==> src/rtl/p1v_reset_seq_pkg.sv <==
// Shared state encodings, reset-cause codes and counter sizing helper for the
// P1V reset sequencer.
package p1v_reset_seq_pkg;

    typedef enum logic [1:0] {
        ST_ASSERT  = 2'd0,
        ST_HOLD    = 2'd1,
        ST_RELEASE = 2'd2,
        ST_RUN     = 2'd3
    } state_e;

    localparam logic [1:0] CAUSE_POR  = 2'b01;
    localparam logic [1:0] CAUSE_SOFT = 2'b10;
    localparam logic [1:0] CAUSE_WDT  = 2'b11;

    // Bits needed to hold a counter's terminal value (minimum 1).
    function automatic int unsigned cnt_width(input int unsigned terminal);
        return (terminal < 2) ? 1 : $clog2(terminal + 1);
    endfunction

endpackage

==> src/rtl/p1v_reset_seq_if.sv <==
// Control/status bundle between the reset sequencer and its system-side user.
interface p1v_reset_seq_if #(
    parameter int unsigned NUM_DOMAINS = 2
);
    logic                   soft_rst;
    logic                   wdt_en;
    logic                   wdt_kick;
    logic [NUM_DOMAINS-1:0] nres;
    logic                   rst_busy;
    logic [1:0]             rst_cause;

    modport master (
        output soft_rst, wdt_en, wdt_kick,
        input  nres, rst_busy, rst_cause
    );

    modport slave (
        input  soft_rst, wdt_en, wdt_kick,
        output nres, rst_busy, rst_cause
    );
endinterface

==> src/rtl/p1v_resn_sync.sv <==
// Async-assert, sync-deassert reset synchroniser; reusable in any clock domain.
module p1v_resn_sync #(
    parameter int unsigned SYNC_STAGES = 2
) (
    input  logic clk,
    input  logic rst_n,
    output logic sync_rst_n
);

    if (SYNC_STAGES < 2) begin : g_bad_param
        $error("p1v_resn_sync: SYNC_STAGES must be >= 2");
    end

    logic [SYNC_STAGES-1:0] chain_q;

    always_ff @(posedge clk or negedge rst_n) begin
        if (!rst_n) chain_q <= '0;
        else        chain_q <= {chain_q[SYNC_STAGES-2:0], 1'b1};
    end

    assign sync_rst_n = chain_q[SYNC_STAGES-1];

endmodule

==> src/rtl/p1v_reset_seq.sv <==
// Reset sequencer: synchronised pin release, power-on hold, staggered domain
// release, software reset request, watchdog, and last-reset-cause record.
module p1v_reset_seq
    import p1v_reset_seq_pkg::*;
#(
    parameter int unsigned SYNC_STAGES = 2,
    parameter int unsigned HOLD_CYCLES = 8,
    parameter int unsigned NUM_DOMAINS = 2,
    parameter int unsigned STAGGER     = 4,
    parameter int unsigned WDT_BITS    = 24
) (
    input  logic            clk_cog,
    input  logic            inp_resn,
    p1v_reset_seq_if.slave  bus
);

    if (SYNC_STAGES < 2 || HOLD_CYCLES < 1 || NUM_DOMAINS < 1 ||
        STAGGER < 1 || WDT_BITS < 2) begin : g_bad_param
        $error("p1v_reset_seq: illegal parameter value");
    end

    localparam int unsigned HOLD_W = cnt_width(HOLD_CYCLES - 1);
    localparam int unsigned STG_W  = cnt_width(STAGGER - 1);
    localparam int unsigned DOM_W  = cnt_width(NUM_DOMAINS - 1);

    logic sync_rst_n;

    p1v_resn_sync #(.SYNC_STAGES(SYNC_STAGES)) u_sync (
        .clk        (clk_cog),
        .rst_n      (inp_resn),
        .sync_rst_n (sync_rst_n)
    );

    state_e                 state_q, state_d;
    logic [HOLD_W-1:0]      hold_q, hold_d;
    logic [STG_W-1:0]       stg_q, stg_d;
    logic [DOM_W-1:0]       dom_q, dom_d;
    logic [WDT_BITS-1:0]    wdt_q, wdt_d;
    logic [NUM_DOMAINS-1:0] nres_q, nres_d;
    logic                   busy_q, busy_d;
    logic [1:0]             cause_q, cause_d;
    logic                   rel_first;
    logic                   rst_req;
    logic [1:0]             req_cause;

    always_ff @(posedge clk_cog or negedge inp_resn) begin
        if (!inp_resn) begin
            state_q <= ST_ASSERT;
            hold_q  <= '0;
            stg_q   <= '0;
            dom_q   <= '0;
            wdt_q   <= '0;
            nres_q  <= '0;
            busy_q  <= 1'b1;
            cause_q <= CAUSE_POR;
        end else begin
            state_q <= state_d;
            hold_q  <= hold_d;
            stg_q   <= stg_d;
            dom_q   <= dom_d;
            wdt_q   <= wdt_d;
            nres_q  <= nres_d;
            busy_q  <= busy_d;
            cause_q <= cause_d;
        end
    end

    always_comb begin
        state_d   = state_q;
        hold_d    = hold_q;
        stg_d     = stg_q;
        dom_d     = dom_q;
        wdt_d     = '0;
        nres_d    = nres_q;
        busy_d    = busy_q;
        cause_d   = cause_q;
        rel_first = 1'b0;
        rst_req   = 1'b0;
        req_cause = CAUSE_SOFT;

        unique case (state_q)
            // The edge that first sees the synchroniser high is hold edge one.
            ST_ASSERT: begin
                if (sync_rst_n) begin
                    if (HOLD_CYCLES == 1) begin
                        rel_first = 1'b1;
                    end else begin
                        state_d = ST_HOLD;
                        hold_d  = HOLD_W'(1);
                    end
                end
            end
            ST_HOLD: begin
                if (bus.soft_rst)                              hold_d    = '0;
                else if (hold_q == HOLD_W'(HOLD_CYCLES - 1))   rel_first = 1'b1;
                else                                           hold_d    = hold_q + HOLD_W'(1);
            end
            ST_RELEASE: begin
                if (bus.soft_rst) begin
                    rst_req = 1'b1;
                end else if (stg_q == STG_W'(STAGGER - 1)) begin
                    stg_d = '0;
                    for (int unsigned i = 0; i < NUM_DOMAINS; i++) begin
                        if (dom_q == DOM_W'(i)) nres_d[i] = 1'b1;
                    end
                    if (dom_q == DOM_W'(NUM_DOMAINS - 1)) begin
                        state_d = ST_RUN;
                        busy_d  = 1'b0;
                    end else begin
                        dom_d = dom_q + DOM_W'(1);
                    end
                end else begin
                    stg_d = stg_q + STG_W'(1);
                end
            end
            ST_RUN: begin
                if (bus.soft_rst) begin
                    rst_req = 1'b1;
                end else if (bus.wdt_en && !bus.wdt_kick) begin
                    if (wdt_q == '1) begin
                        rst_req   = 1'b1;
                        req_cause = CAUSE_WDT;
                    end else begin
                        wdt_d = wdt_q + WDT_BITS'(1);
                    end
                end
            end
        endcase

        // Domain 0 goes first; a single domain skips the stagger phase.
        if (rel_first) begin
            hold_d    = '0;
            nres_d    = '0;
            nres_d[0] = 1'b1;
            stg_d     = '0;
            if (NUM_DOMAINS == 1) begin
                state_d = ST_RUN;
                busy_d  = 1'b0;
            end else begin
                state_d = ST_RELEASE;
                dom_d   = DOM_W'(1);
            end
        end

        if (rst_req) begin
            state_d = ST_HOLD;
            hold_d  = '0;
            stg_d   = '0;
            dom_d   = '0;
            wdt_d   = '0;
            nres_d  = '0;
            busy_d  = 1'b1;
            cause_d = req_cause;
        end
    end

    assign bus.nres      = nres_q;
    assign bus.rst_busy  = busy_q;
    assign bus.rst_cause = cause_q;

endmodule
==> src/flat_wrapper.sv <==
// flat-port wrapper written by rule: the top's interface ports become plain ports
module p1v_reset_seq_flat import p1v_reset_seq_pkg::*;
#(
    parameter int unsigned SYNC_STAGES = 2,
    parameter int unsigned HOLD_CYCLES = 8,
    parameter int unsigned NUM_DOMAINS = 2,
    parameter int unsigned STAGGER     = 4,
    parameter int unsigned WDT_BITS    = 24
)
  (clk_cog, inp_resn, bus_soft_rst, bus_wdt_en, bus_wdt_kick, bus_nres, bus_rst_busy, bus_rst_cause);
  p1v_reset_seq_if #(.NUM_DOMAINS(NUM_DOMAINS)) bus_i ();
  input  logic clk_cog;
  input  logic inp_resn;
  input wire logic [$bits(bus_i.soft_rst)-1:0] bus_soft_rst;
  input wire logic [$bits(bus_i.wdt_en)-1:0] bus_wdt_en;
  input wire logic [$bits(bus_i.wdt_kick)-1:0] bus_wdt_kick;
  output wire logic [$bits(bus_i.nres)-1:0] bus_nres;
  output wire logic [$bits(bus_i.rst_busy)-1:0] bus_rst_busy;
  output wire logic [$bits(bus_i.rst_cause)-1:0] bus_rst_cause;
  assign bus_i.soft_rst = bus_soft_rst;
  assign bus_i.wdt_en = bus_wdt_en;
  assign bus_i.wdt_kick = bus_wdt_kick;
  assign bus_nres = bus_i.nres;
  assign bus_rst_busy = bus_i.rst_busy;
  assign bus_rst_cause = bus_i.rst_cause;
  p1v_reset_seq #(.SYNC_STAGES(SYNC_STAGES), .HOLD_CYCLES(HOLD_CYCLES), .NUM_DOMAINS(NUM_DOMAINS), .STAGGER(STAGGER), .WDT_BITS(WDT_BITS)) u_core (.clk_cog(clk_cog), .inp_resn(inp_resn), .bus(bus_i));
endmodule
==> config.mk <==
export PLATFORM = sky130hd
export DESIGN_NAME = p1v_reset_seq_flat
export DESIGN_NICKNAME = d
export VERILOG_FILES = /design/src/rtl/p1v_reset_seq_pkg.sv /design/src/rtl/p1v_reset_seq_if.sv /design/src/rtl/p1v_resn_sync.sv /design/src/rtl/p1v_reset_seq.sv /design/src/flat_wrapper.sv
export SDC_FILE = /design/constraint.sdc
export NUM_CORES = 1
export LEC_CHECK = 0
export CORE_MARGIN = 4
export CORE_UTILIZATION = 42
export DETAILED_ROUTE_END_ITERATION = 10
export GPL_ROUTABILITY_DRIVEN = 0
export MAX_ROUTING_LAYER = met4
export PLACE_DENSITY = 0.62
export SLEW_MARGIN = 40
export SYNTH_ARGS = -nofsm -noshare
export SYNTH_HDL_FRONTEND = slang
export SYNTH_SLANG_ARGS = --single-unit
==> constraint.sdc <==
create_clock -name clk_cog -period 2.1 [get_ports clk_cog]
set_input_delay 0.21 -clock clk_cog [delete_from_list [all_inputs] [get_ports clk_cog]]
set_output_delay 0.21 -clock clk_cog [all_outputs]
set_load 0.02 [all_outputs]
==> results of run 1 <==
report_power, final:
group / switching [uW] / total [uW] / internal (uW)
Sequential: 18.4 / 806 / 788
Combinational: 74.4 / 144 / 69.2
Clock: 242 / 475 / 233
Total: 335 / 1420 / 1090
worst max-delay path by stage:
stage | startpoint | to | slack, ns | depth (start not counted)
floorplan | u_core.wdt_q[0]$_DFF_PN0_ | u_core.hold_q[1]$_DFFE_PN0P_ | 0.30 | 6
global placement | u_core.wdt_q[0]$_DFF_PN0_ | u_core.hold_q[0]$_DFFE_PN0P_ | 0.25 | 7
detailed placement | u_core.wdt_q[0]$_DFF_PN0_ | u_core.wdt_q[20]$_DFF_PN0_ | 0.17 | 6
CTS | u_core.wdt_q[0]$_DFF_PN0_ | u_core.wdt_q[20]$_DFF_PN0_ | 0.17 | 6
global route | u_core.wdt_q[4]$_DFF_PN0_ | u_core.bus.rst_cause[0]$_DFFE_PN1P_ | 0.06 | 5
finish | u_core.wdt_q[0]$_DFF_PN0_ | u_core.wdt_q[20]$_DFF_PN0_ | 0.18 | 6
metal layers:
metal | global-route usage | part of all wire | vias to the layer above
met5 | - | 0 | -
met4 | 0.0563 | 0.016 | 0
li1 | - | - | 715
met1 | 0.179 | 0.45 | 723
met2 | 0.245 | 0.50 | 22
met3 | 0.0435 | 0.035 | 6
critical path, delay by kind of cell, from the launching register on:
kind | cells | cell delay [ns]
adder cells (fa/ha/maj) | 1 | 0.25
AO/OA/AOI/OAI | 1 | 0.15
AND/OR/NAND/NOR | 3 | 0.85
flip-flops | 1 | 0.41
buffers and inverters | 1 | 0.20
sequential cells by signal, summed over array words and instances, names as in the netlist:
signal / cells
u_core.hold_q: 3
u_core.bus.rst_busy: 1
u_core.wdt_q: 24
u_core.stg_q: 2
u_core.bus.rst_cause: 2
u_core.dom_q: 1
u_core.bus.nres: 2
u_core.state_q: 2
u_core.u_sync.chain_q: 2
cells in the mapped netlist, types with 3 or more instances:
cell type,number
o31ai_1,3
inv_1,7
nand2_1,9
nor2_1,27
a21oi_1,13
or3_1,4
o21ai_0,5
ha_1,4
or4_1,5
and3_1,5
nand4_1,7
xor2_1,8
xnor2_1,6
a211oi_1,3
clkbuf_1,6
dfrtp_1,37
nand3_1,12
through the flow:
| step | instances | hold slack (ns) | setup WS (ns) | util |
|---|---|---|---|---|
| floorplan | 192 | -0.0856 | 0.297 | - |
| global placement | 250 | 0.332 | 0.247 | 0.473 |
| detailed placement | 250 | 0.339 | 0.166 | 0.473 |
| CTS | 258 | 0.0616 | 0.166 | 0.491 |
| global route | 259 | 0.368 | 0.0577 | 0.494 |
| finish | 259 | 0.353 | 0.175 | 0.494 |
cells by family (layout without fill, tap and decap cells):
kind of cell	count (synthesis)	in the layout
AO/OA/AOI/OAI	36	36
XOR/XNOR	14	14
adder cells (fa/ha/maj)	4	4
buffers and inverters	15	30
flip-flops	39	39
multiplexers	2	2
other	1	1
AND/OR/NAND/NOR	81	81
layout make-up:
class,count,area (um2),area share
repair buffers,15,148,0.0677
well taps,52,65.1,0.0298
clock inverters,1,5.00,0.00229
flip-flops and latches,39,978,0.448
clock buffers,7,76.3,0.0350
inverters,7,26.3,0.0120
multi-input cells,138,883,0.405
placed cells by master, fill, tap and decap left out, types with 3 or more instances in the layout:
cell             count
dfrtp_1             37
nor2_1              27
a21oi_1             13
nand3_1             12
nand2_1              9
xor2_1               8
clkdlybuf4s50_1      8
nand4_1              7
inv_1                7
xnor2_1              6
or4_1                5
o21ai_0              5
and3_1               5
clkbuf_8             5
buf_4                5
or3_1                4
ha_1                 4
o31ai_1              3
a211oi_1             3
what timing repair did:
action / in CTS / in global routing
resized for setup: 0 / 0
hold buffers: 0 / 1
endpoints found under the hold margin: 0 / 37
endpoints found under the setup margin: 0 / 0
==> results.md, run 1 <==
| Item | Value | Unit |
| --- | --- | --- |
| Number of cells on the worst reg-to-reg path | 6 | - |
| Global route total overflow | 0 | - |
| Share of final-layout standard cells stronger than drive strength 1 | 0.0918 | - |
| Hold Startpoint | u_core.u_sync.chain_q[0]$_DFF_PN0_ | - |
| Filler cell count | 415 | - |
| Destination of the worst register-to-register timing path | u_core.wdt_q[20]$_DFF_PN0_ | - |
| Global-route total usage across every layer | 0.152 | - |
| Setup repair after global routing missed its margin | false | - |
| Starting density of the core | 0.437 | - |
| Min-Delay Path Depth | 0 | - |
| Number of top-level pins | 10 | - |
| EDFF count, synth | 0 | - |
| Placed Area | 0.00209 | mm2 |
| Die height | 75.8 | um |
| Portion of synthesized cell area occupied by the leading cell type | 0.480 | - |
| Number of I/O port buffers | 9 | - |
| Antenna cell count | 0 | - |
| Power density over the cells | 653 | mW/mm2 |
| IR Drop Worst-Case VDD | 386 | uV |
| Initial antenna violation count | 0 | - |
| Iter 0 DRT Violations | 95 | - |
| Via count | 1466 | - |
| Buffers from clock root to sink, at most | 2 | - |
| Most common flop cell mapped by yosys | dfrtp_1 | - |
| Buffers inserted by post-CTS timing repair | 0 | - |
| Number of H-tree levels | 2 | - |
| Area Overhead vs Synth | 13.1 | % |
| Arrival time at the worst endpoint | 2.14 | ns |
| Net Count, Synth | 201 | - |
| Wire length of the first global-routing pass | 6400 | um |
| Sinks on Clock Net | 39 | - |
| Floorplan die area | 0.00574 | mm2 |
| Destination of the worst hold path | u_core.u_sync.chain_q[1]$_DFF_PN0_ | - |
| DRT antenna net count | 0 | - |
| Simple-gate share of the synthesized area | 0.227 | - |
| Library cells used by synthesis | 42 | - |
| Number of CTS-inserted buffers | 5 | - |
| Xor/xnor share of the synthesized area | 0.0636 | - |
| Largest stage delay on the critical path | 0.41 | ns |
| Final instance area | 0.00218 | mm2 |
| DRC | 0 | - |
| Minimum period implied by the final worst setup slack | 1.92 | ns |
| Post-Syn Instances | 192 | - |
| Final cycle utilization of the critical path | 0.917 | - |
| Synth warnings | 0 | - |
| Final setup fails | 0 | - |
| CTS root buffer | clkbuf_8 | - |
| Total power draw | 1420 | uW |
| Final Net Count | 215 | - |
| Maximum fanout count along the critical path | 10 | - |
| Final hold viol count | 0 | - |
| Drt first pass iters | 4 | - |
| Highest Clock Rate | 0.520 | GHz |
| Number of violations of the max-capacitance limit | 0 | - |
| Cell area after technology mapping | 0.00193 | mm2 |
| Data required time of the critical path | 2.32 | ns |
| Slew Limit Fails | 0 | - |
| Critical-path cell list | ha_1, nand4_1, or4_1, buf_4, or3_1, a21oi_1 | - |
| Clock-pin transition on the worst setup and hold timing paths | 0.07 | ns |
| Sequential element share of the synthesized area | 0.507 | - |
| Post-synthesis sequential element count | 39 | - |
| Setup Total Neg Slack | 0 | ns |
| Area fraction in compound gates after synthesis | 0.129 | - |
| Clock latency reported for the late side of the worst-skew pair | 0.29 | ns |
| Final routed wire length divided by cell count | 14.0 | um |
| Via count of the first global-routing pass | 1462 | - |
| Reported leakage power | 0.000903 | uW |
| Worst Setup End Kind | register | - |
| Startpoint of the worst-slack reg-to-reg timing path | u_core.wdt_q[0]$_DFF_PN0_ | - |
| R2R Setup Slk | 0.18 | ns |
| TritonCTS clock tree | yes | - |
| Number of placement rows | 24 | - |
| Yosys top cell by area | dfrtp_1 | - |
| Floorplan Core Area | 0.00441 | mm2 |
| Worst-path cell with the longest stage delay | dfrtp_1 | - |
| Worst setup skew after layout | 0.00528 | ns |
| Drt total wl | 3630 | um |
| Crit path kind | reg -> reg | - |
| Pin count of the biggest net entering global routing | 40 | - |
| Adder-cell area share of the yosys netlist | 0.0259 | - |
| Vias/cell | 5.66 | - |
| Run status | complete, no violations | - |
| Overall die width | 75.8 | um |
| Share of synthesized registers carrying an async set or reset | 1.00 | - |
| Detailed Place HPWL | 2640 | um |
| Classification of the worst-slack hold path | reg -> reg | - |
| Combinational family with the most area after synthesis | simple AND/OR/NAND/NOR gates | - |
| Top cells by area, synth | dfrtp_1 48%, nor2_1 5.3%, xor2_1 3.6% | - |
| Multiplexer area fraction after synthesis | 0.0104 | - |
| Avg Cell Area, Syn | 10.0 | um2 |
| Category of the worst setup path launch point | register | - |
(Power assumes the default switching activity.)
==> run 2: changes to the inputs <==
clock period = 2 ns   (was 2.1 ns; I/O delays follow)
==> run 2 against run 1 <==
Effect of this change: setup slack got worse by 0.037 ns; non-clock buffer count increased by 8; routed wire length increased by 3.9%; count of clock-buffer cells in the layout decreased by 1; sequential share of layout area decreased by 2.5 points; largest cell class unchanged; register-to-register slack got worse by 0.04 ns; die area unchanged.
==> results.md, run 2 (synthesis results as in run 1) <==
| Item | Value | Unit | Delta |
| --- | --- | --- | --- |
| Final Net Count | 223 | - | +3.7% |
| Antenna cell count | 0 | - | unchanged |
| Sw Ratio | 0.213 | - | -0.0225 |
| Worst setup skew after layout | 0.00960 | ns | +0.00432 ns |
| Wire length of the first global-routing pass | 6600 | um | +3.2% |
| Drt first pass iters | 6 | - | +2 |
| Drt total wl | 3770 | um | +3.9% |
| Minimum period implied by the final worst setup slack | 1.86 | ns | -0.0634 ns |
| Number of top-level pins | 10 | - | unchanged |
| Startpoint of the worst-slack reg-to-reg timing path | u_core.wdt_q[6]$_DFF_PN0_ | - |  |
| Sinks on Clock Net | 39 | - | unchanged |
| Share of final-layout standard cells stronger than drive strength 1 | 0.149 | - | +0.0570 |
| Vias/cell | 5.58 | - | -1.3% |
| Internal power contribution | 1400 | uW | +29% |
| Final cycle utilization of the critical path | 0.931 | - | +0.0141 |
| CTS root buffer | clkbuf_8 | - |  |
| Via count of the first global-routing pass | 1410 | - | -3.6% |
| Iter 0 DRT Violations | 96 | - | +1.1% |
| Slew Limit Fails | 0 | - | unchanged |
| Max reg flops | 24 | - | unchanged |
| Starting density of the core | 0.437 | - | unchanged |
| Setup repair after global routing missed its margin | false | - |  |
| Number of CTS-inserted buffers | 5 | - | unchanged |
| Classification of the worst-slack hold path | reg -> reg | - |  |
| Commonest non-fill, non-tap cell in the layout | dfrtp_1 | - |  |
| Category of the worst setup path launch point | register | - |  |
| Final routed wire length divided by cell count | 14.1 | um | +0.82% |
| Placed Area | 0.00212 | mm2 | +1.4% |
| Critical path origin | u_core.wdt_q[6]$_DFF_PN0_ | - |  |
| Number of placement rows | 24 | - | unchanged |
| TritonCTS clock tree | yes | - |  |
| Crit path kind | reg -> reg | - |  |
| Final instance area | 0.00232 | mm2 | +6.2% |
| DRC | 0 | - | unchanged |
| Number of violations of the max-capacitance limit | 0 | - | unchanged |
| Area Overhead vs Synth | 20.1 | % |  |
| Largest registers | u_core.wdt_q (24), u_core.hold_q (3) | - |  |
| Final hold viol count | 0 | - | unchanged |
| Worst Setup End Kind | register | - |  |
| Data required time of the critical path | 2.21 | ns | -0.11 ns |
| Maximum fanout count along the critical path | 10 | - | unchanged |
| IR Drop Worst-Case VDD | 435 | uV | +13% |
| Die height | 75.8 | um | unchanged |
| Detailed Place HPWL | 2750 | um | +4.5% |
| Run status | complete, no violations | - |  |
| Number of I/O port buffers | 9 | - | unchanged |
| Initial antenna violation count | 0 | - | unchanged |
| Clock latency reported for the late side of the worst-skew pair | 0.29 | ns | about the same |
| Power density over the cells | 769 | mW/mm2 | +18% |
| Clock-pin transition on the worst setup and hold timing paths | 0.08 | ns | about the same |
| Highest Clock Rate | 0.537 | GHz | +3.4% |
| Number of H-tree levels | 2 | - | unchanged |
| Global route total overflow | 0 | - | unchanged |
| Final setup fails | 0 | - | unchanged |
| Overall die width | 75.8 | um | unchanged |
| Power share of the clock group | 0.436 | - | +0.102 |
| DRT antenna net count | 0 | - | unchanged |
| Global-route total usage across every layer | 0.158 | - | +0.00581 |
| Net switching power of the design | 379 | uW | +13% |
| Pin count of the biggest net entering global routing | 21 | - | -48% |
| Buffers from clock root to sink, at most | 2 | - | unchanged |
| Setup Total Neg Slack | 0 | ns | unchanged |
| Filler cell count | 392 | - | -5.5% |
| Floorplan die area | 0.00574 | mm2 | unchanged |
| Hold Startpoint | u_core.u_sync.chain_q[0]$_DFF_PN0_ | - |  |
| Via count | 1491 | - | +1.7% |
| Part of the total power dissipated in combinational logic | 0.088 | - | -0.013 |
| Reported leakage power | 0.000963 | uW | +6.7% |
| Register share of total power | 0.476 | - | -0.090 |
| Commonest non-fill, non-tap cells in the layout | 35 x dfrtp_1, 27 x nor2_1, 12 x nand3_1, 12 x a21oi_1, 12 x buf_4 | - |  |
| Register with the highest flop count | u_core.wdt_q | - |  |
| Arrival time at the worst endpoint | 2.07 | ns | -0.07 ns |
| R2R Setup Slk | 0.14 | ns | -0.04 ns |
| Floorplan Core Area | 0.00441 | mm2 | unchanged |
[run 2: cell type report]
class	count	area, um2	share of cell area
timing repair buffer	23	213	0.0918
inverter	7	26.3	0.0113
sequential	39	981	0.423
clock inverter	2	60.1	0.0259
clock buffer	6	72.6	0.0313
tap	52	65.1	0.0281
multi-input combinational	138	900	0.388
[run 2: worst paths after layout]
kind / endpoint / cells past startpoint
worst max-delay path: u_core.wdt_q[22]$_DFF_PN0_ / 5
worst min-delay path: u_core.u_sync.chain_q[1]$_DFF_PN0_ / 0
worst max register to register: u_core.wdt_q[22]$_DFF_PN0_ / 5
worst min register to register: u_core.u_sync.chain_q[1]$_DFF_PN0_ / 0
max in group asynchronous: u_core.wdt_q[5]$_DFF_PN0_ / 3
min in group asynchronous: u_core.dom_q$_DFFE_PN0P_ / 2
[run 2: power by group through the flow]
stage / sequential [uW] / clock (uW) / combinational, uW
CTS: 848 / 798 / 162
floorplan: 887 / 0 / 47.9
global route: 852 / 835 / 176
global placement: 862 / 0 / 148
finish: 847 / 777 / 157
detailed placement: 863 / 0 / 159
[run 2: routing by layer]
layer | global-route usage | part of all wire | routed length, um | vias to the layer above
li1 | - | - | - | 730
met1 | 0.192 | 0.45 | 1710 | 735
met2 | 0.247 | 0.50 | 1890 | 19
met3 | 0.0435 | 0.030 | 114 | 7
met4 | 0.0621 | 0.017 | 65 | 0
met5 | - | 0 | 0 | -
[run 2: worst max-delay path: stages (launching register included)]
cell,delay [ns]
dfrtp_1,0.39
nand4_2,0.16
or4_1,0.54
buf_4,0.19
or3_1,0.35
a21oi_1,0.15
[run 2: metrics by stage]
stage          total power, uW  std cells  worst slack [ns]   util  hold WS, ns
4_1_cts                   1810        262            0.0697  0.512        0.355
5_1_grt                   1860        267            0.0325  0.525        0.359
3_5_place_dp              1020        253            0.0872  0.480        0.192
6_report                  1780        267             0.139  0.525        0.352
2_1_floorplan              935        192             0.197      -      -0.0956
3_3_place_gp              1010        252             0.119  0.474        0.333
[run 2: repair_timing]
item	in CTS	in global routing
endpoints found under the hold margin	17	0
gates resized for setup	0	5
hold buffers	1	0
setup buffers	0	5
endpoints found under the setup margin	0	10
==> run 3: changes to the inputs <==
SETUP_SLACK_MARGIN = 0.05   (was not set)
TNS_END_PERCENT = 5   (was not set)
==> run 3 against run 2 <==
Effect of this change: via count up 0.47%; critical endpoint unchanged; clock skew barely moved; global-route usage stayed put.
==> results.md, run 3 (synthesis results as in run 1) <==
| Item | Value | Unit | Delta |
| --- | --- | --- | --- |
| Run status | complete, no violations | - |  |
| Largest stage delay on the critical path | 0.56 | ns | +0.02 ns |
| Floorplan Core Area | 0.00441 | mm2 | unchanged |
| Maximum fanout count along the critical path | 10 | - | unchanged |
| Number of cells on the worst reg-to-reg path | 5 | - | unchanged |
| Final setup fails | 0 | - | unchanged |
| Destination of the worst hold path | u_core.u_sync.chain_q[1]$_DFF_PN0_ | - |  |
| Drt total wl | 3770 | um | -0.16% |
| Startpoint of the worst-slack reg-to-reg timing path | u_core.wdt_q[6]$_DFF_PN0_ | - |  |
| Drt first pass iters | 6 | - | unchanged |
| Crit path kind | reg -> reg | - |  |
| Minimum period implied by the final worst setup slack | 1.86 | ns | -0.00592 ns |
| Number of violations of the max-capacitance limit | 0 | - | unchanged |
| Antenna cell count | 0 | - | unchanged |
| Commonest non-fill, non-tap cell in the layout | dfrtp_1 | - |  |
| Classification of the worst-slack hold path | reg -> reg | - |  |
| DRT antenna net count | 0 | - | unchanged |
| Overall die width | 75.8 | um | unchanged |
| Number of H-tree levels | 2 | - | unchanged |
| IR Drop Worst-Case VDD | 435 | uV | about the same |
| Detailed Place HPWL | 2750 | um | unchanged |
| Category of the worst setup path launch point | register | - |  |
| Final cycle utilization of the critical path | 0.928 | - | -0.00296 |
| Number of I/O port buffers | 9 | - | unchanged |
| Highest Clock Rate | 0.539 | GHz | +0.32% |
| Slew Limit Fails | 0 | - | unchanged |
| Gate family responsible for the most delay along the worst path | simple AND/OR/NAND/NOR gates | - |  |
| Final routed wire length divided by cell count | 14.1 | um | -0.16% |
| Initial antenna violation count | 0 | - | unchanged |
| Via count | 1498 | - | +0.47% |
| Commonest non-fill, non-tap cells in the layout | 35 x dfrtp_1, 27 x nor2_1, 12 x nand3_1, 12 x a21oi_1, 11 x buf_4 | - |  |
| Buf+Inv Stages, Crit Path | 1 | - | unchanged |
| Iter 0 DRT Violations | 89 | - | -7.3% |
| DRC | 0 | - | unchanged |
| Floorplan die area | 0.00574 | mm2 | unchanged |
| Final standard cell count with taps included and fillers excluded | 267 | - | unchanged |
| Max reg flops | 24 | - | unchanged |
| Destination of the worst register-to-register timing path | u_core.wdt_q[22]$_DFF_PN0_ | - |  |
| Number of top-level pins | 10 | - | unchanged |
| Part of the total power dissipated in combinational logic | 0.088 | - | about the same |
| Starting density of the core | 0.437 | - | unchanged |
| Net switching power of the design | 379 | uW | about the same |
| Share of final-layout standard cells stronger than drive strength 1 | 0.153 | - | +0.00465 |
| Sw Ratio | 0.213 | - | about the same |
| Hold Startpoint | u_core.u_sync.chain_q[0]$_DFF_PN0_ | - |  |
| Pin count of the biggest net entering global routing | 21 | - | unchanged |
| R2R Setup Slk | 0.14 | ns | about the same |
| Global route total overflow | 0 | - | unchanged |
| Number of CTS-inserted buffers | 5 | - | unchanged |
| Reported leakage power | 0.000966 | uW | +0.36% |
| Area Overhead vs Synth | 20.5 | % |  |
| Final Net Count | 223 | - | unchanged |
| Via count of the first global-routing pass | 1410 | - | unchanged |
| Worst-path cell with the longest stage delay | or4_4 | - |  |
| Global-route total usage across every layer | 0.158 | - | unchanged |
| Vias/cell | 5.61 | - | +0.47% |
| Critical-path cell list | nand4_2, or4_4, buf_6, or3_1, a21oi_1 | - |  |
| Buffers from clock root to sink, at most | 2 | - | unchanged |
| Worst setup skew after layout | 0.00987 | ns | +0.000269 ns |
| Worst Setup End Kind | register | - |  |
| Number of placement rows | 24 | - | unchanged |
| Register with the highest flop count | u_core.wdt_q | - |  |
| Min-Delay Path Depth | 0 | - | unchanged |
| Wire length of the first global-routing pass | 6600 | um | unchanged |
| Power density over the cells | 766 | mW/mm2 | -0.33% |
| Clock-pin transition on the worst setup and hold timing paths | 0.08 | ns | about the same |
| Die height | 75.8 | um | unchanged |
| Data required time of the critical path | 2.21 | ns | about the same |
| CTS root buffer | clkbuf_8 | - |  |
| Internal power contribution | 1400 | uW | about the same |
| Setup Total Neg Slack | 0 | ns | unchanged |
| Sinks on Clock Net | 39 | - | unchanged |
| TritonCTS clock tree | yes | - |  |
| Clock latency reported for the late side of the worst-skew pair | 0.29 | ns | about the same |
| Power share of the clock group | 0.436 | - | about the same |
| Register share of total power | 0.476 | - | about the same |
| Setup repair after global routing missed its margin | false | - |  |
| Arrival time at the worst endpoint | 2.07 | ns | about the same |
| Cells after DPL | 253 | - | unchanged |
| Largest registers | u_core.wdt_q (24), u_core.hold_q (3) | - |  |
| Final hold viol count | 0 | - | unchanged |
-- run 3: timing repair --
item	in CTS	in global routing
gates resized for setup	0	7
setup endpoints to repair	0	33
hold endpoints to repair	17	0
buffers inserted	0	5
hold buffers	1	0
-- run 3: worst max path at each step --
| stage | startpoint | to | slack, ns | depth (start not counted) |
|---|---|---|---|---|
| after floorplan | u_core.wdt_q[0]$_DFF_PN0_ | u_core.hold_q[1]$_DFFE_PN0P_ | 0.20 | 6 |
| after global placement | u_core.wdt_q[5]$_DFF_PN0_ | u_core.hold_q[0]$_DFFE_PN0P_ | 0.12 | 6 |
| after detailed placement | u_core.wdt_q[5]$_DFF_PN0_ | u_core.wdt_q[22]$_DFF_PN0_ | 0.09 | 5 |
| after CTS | u_core.wdt_q[5]$_DFF_PN0_ | u_core.wdt_q[22]$_DFF_PN0_ | 0.07 | 5 |
| after global routing | u_core.wdt_q[6]$_DFF_PN0_ | u_core.wdt_q[23]$_DFF_PN0_ | 0.06 | 5 |
| final | u_core.wdt_q[6]$_DFF_PN0_ | u_core.wdt_q[22]$_DFF_PN0_ | 0.14 | 5 |
-- run 3: cell type report --
type	instances	area, um2
Fill cell	392	2090
Clock inverter	2	60.1
Sequential cell	39	981
Multi-Input combinational cell	138	903
Inverter	7	26.3
Tap cell	52	65.1
Clock buffer	6	72.6
Timing Repair Buffer	23	216
-- run 3: per-stage QoR --
stage	total power, uW	setup WS [ns]	hold slack (ns)	instance area (um2)	util
after floorplan	935	0.197	-0.0956	1930	-
after global placement	1010	0.119	0.333	2090	0.474
after detailed placement	1020	0.0872	0.192	2120	0.480
after CTS	1810	0.0697	0.355	2260	0.512
after global routing	1860	0.0601	0.359	2320	0.527
final	1780	0.144	0.352	2320	0.527
-- run 3: layer usage --
layer | GRT usage | part of all wire | vias to the layer above
li1 | - | - | 730
met1 | 0.192 | 0.45 | 739
met2 | 0.247 | 0.50 | 20
met3 | 0.0435 | 0.033 | 9
met4 | 0.0621 | 0.021 | 0
met5 | - | 0 | -
-- run 3: power groups by stage --
stage               Clock [uW]  Sequential, uW  Combinational (uW)
floorplan                    0             887                47.9
global placement             0             862                 148
detailed placement           0             863                 159
CTS                        798             848                 162
global route               835             852                 176
finish                     777             847                 157
-- run 3: worst register-to-register path: stages (launching register included) --
cell     delay, ns
dfrtp_1       0.39
nand4_2       0.17
or4_4         0.57
buf_6         0.16
or3_1         0.35
a21oi_1       0.15
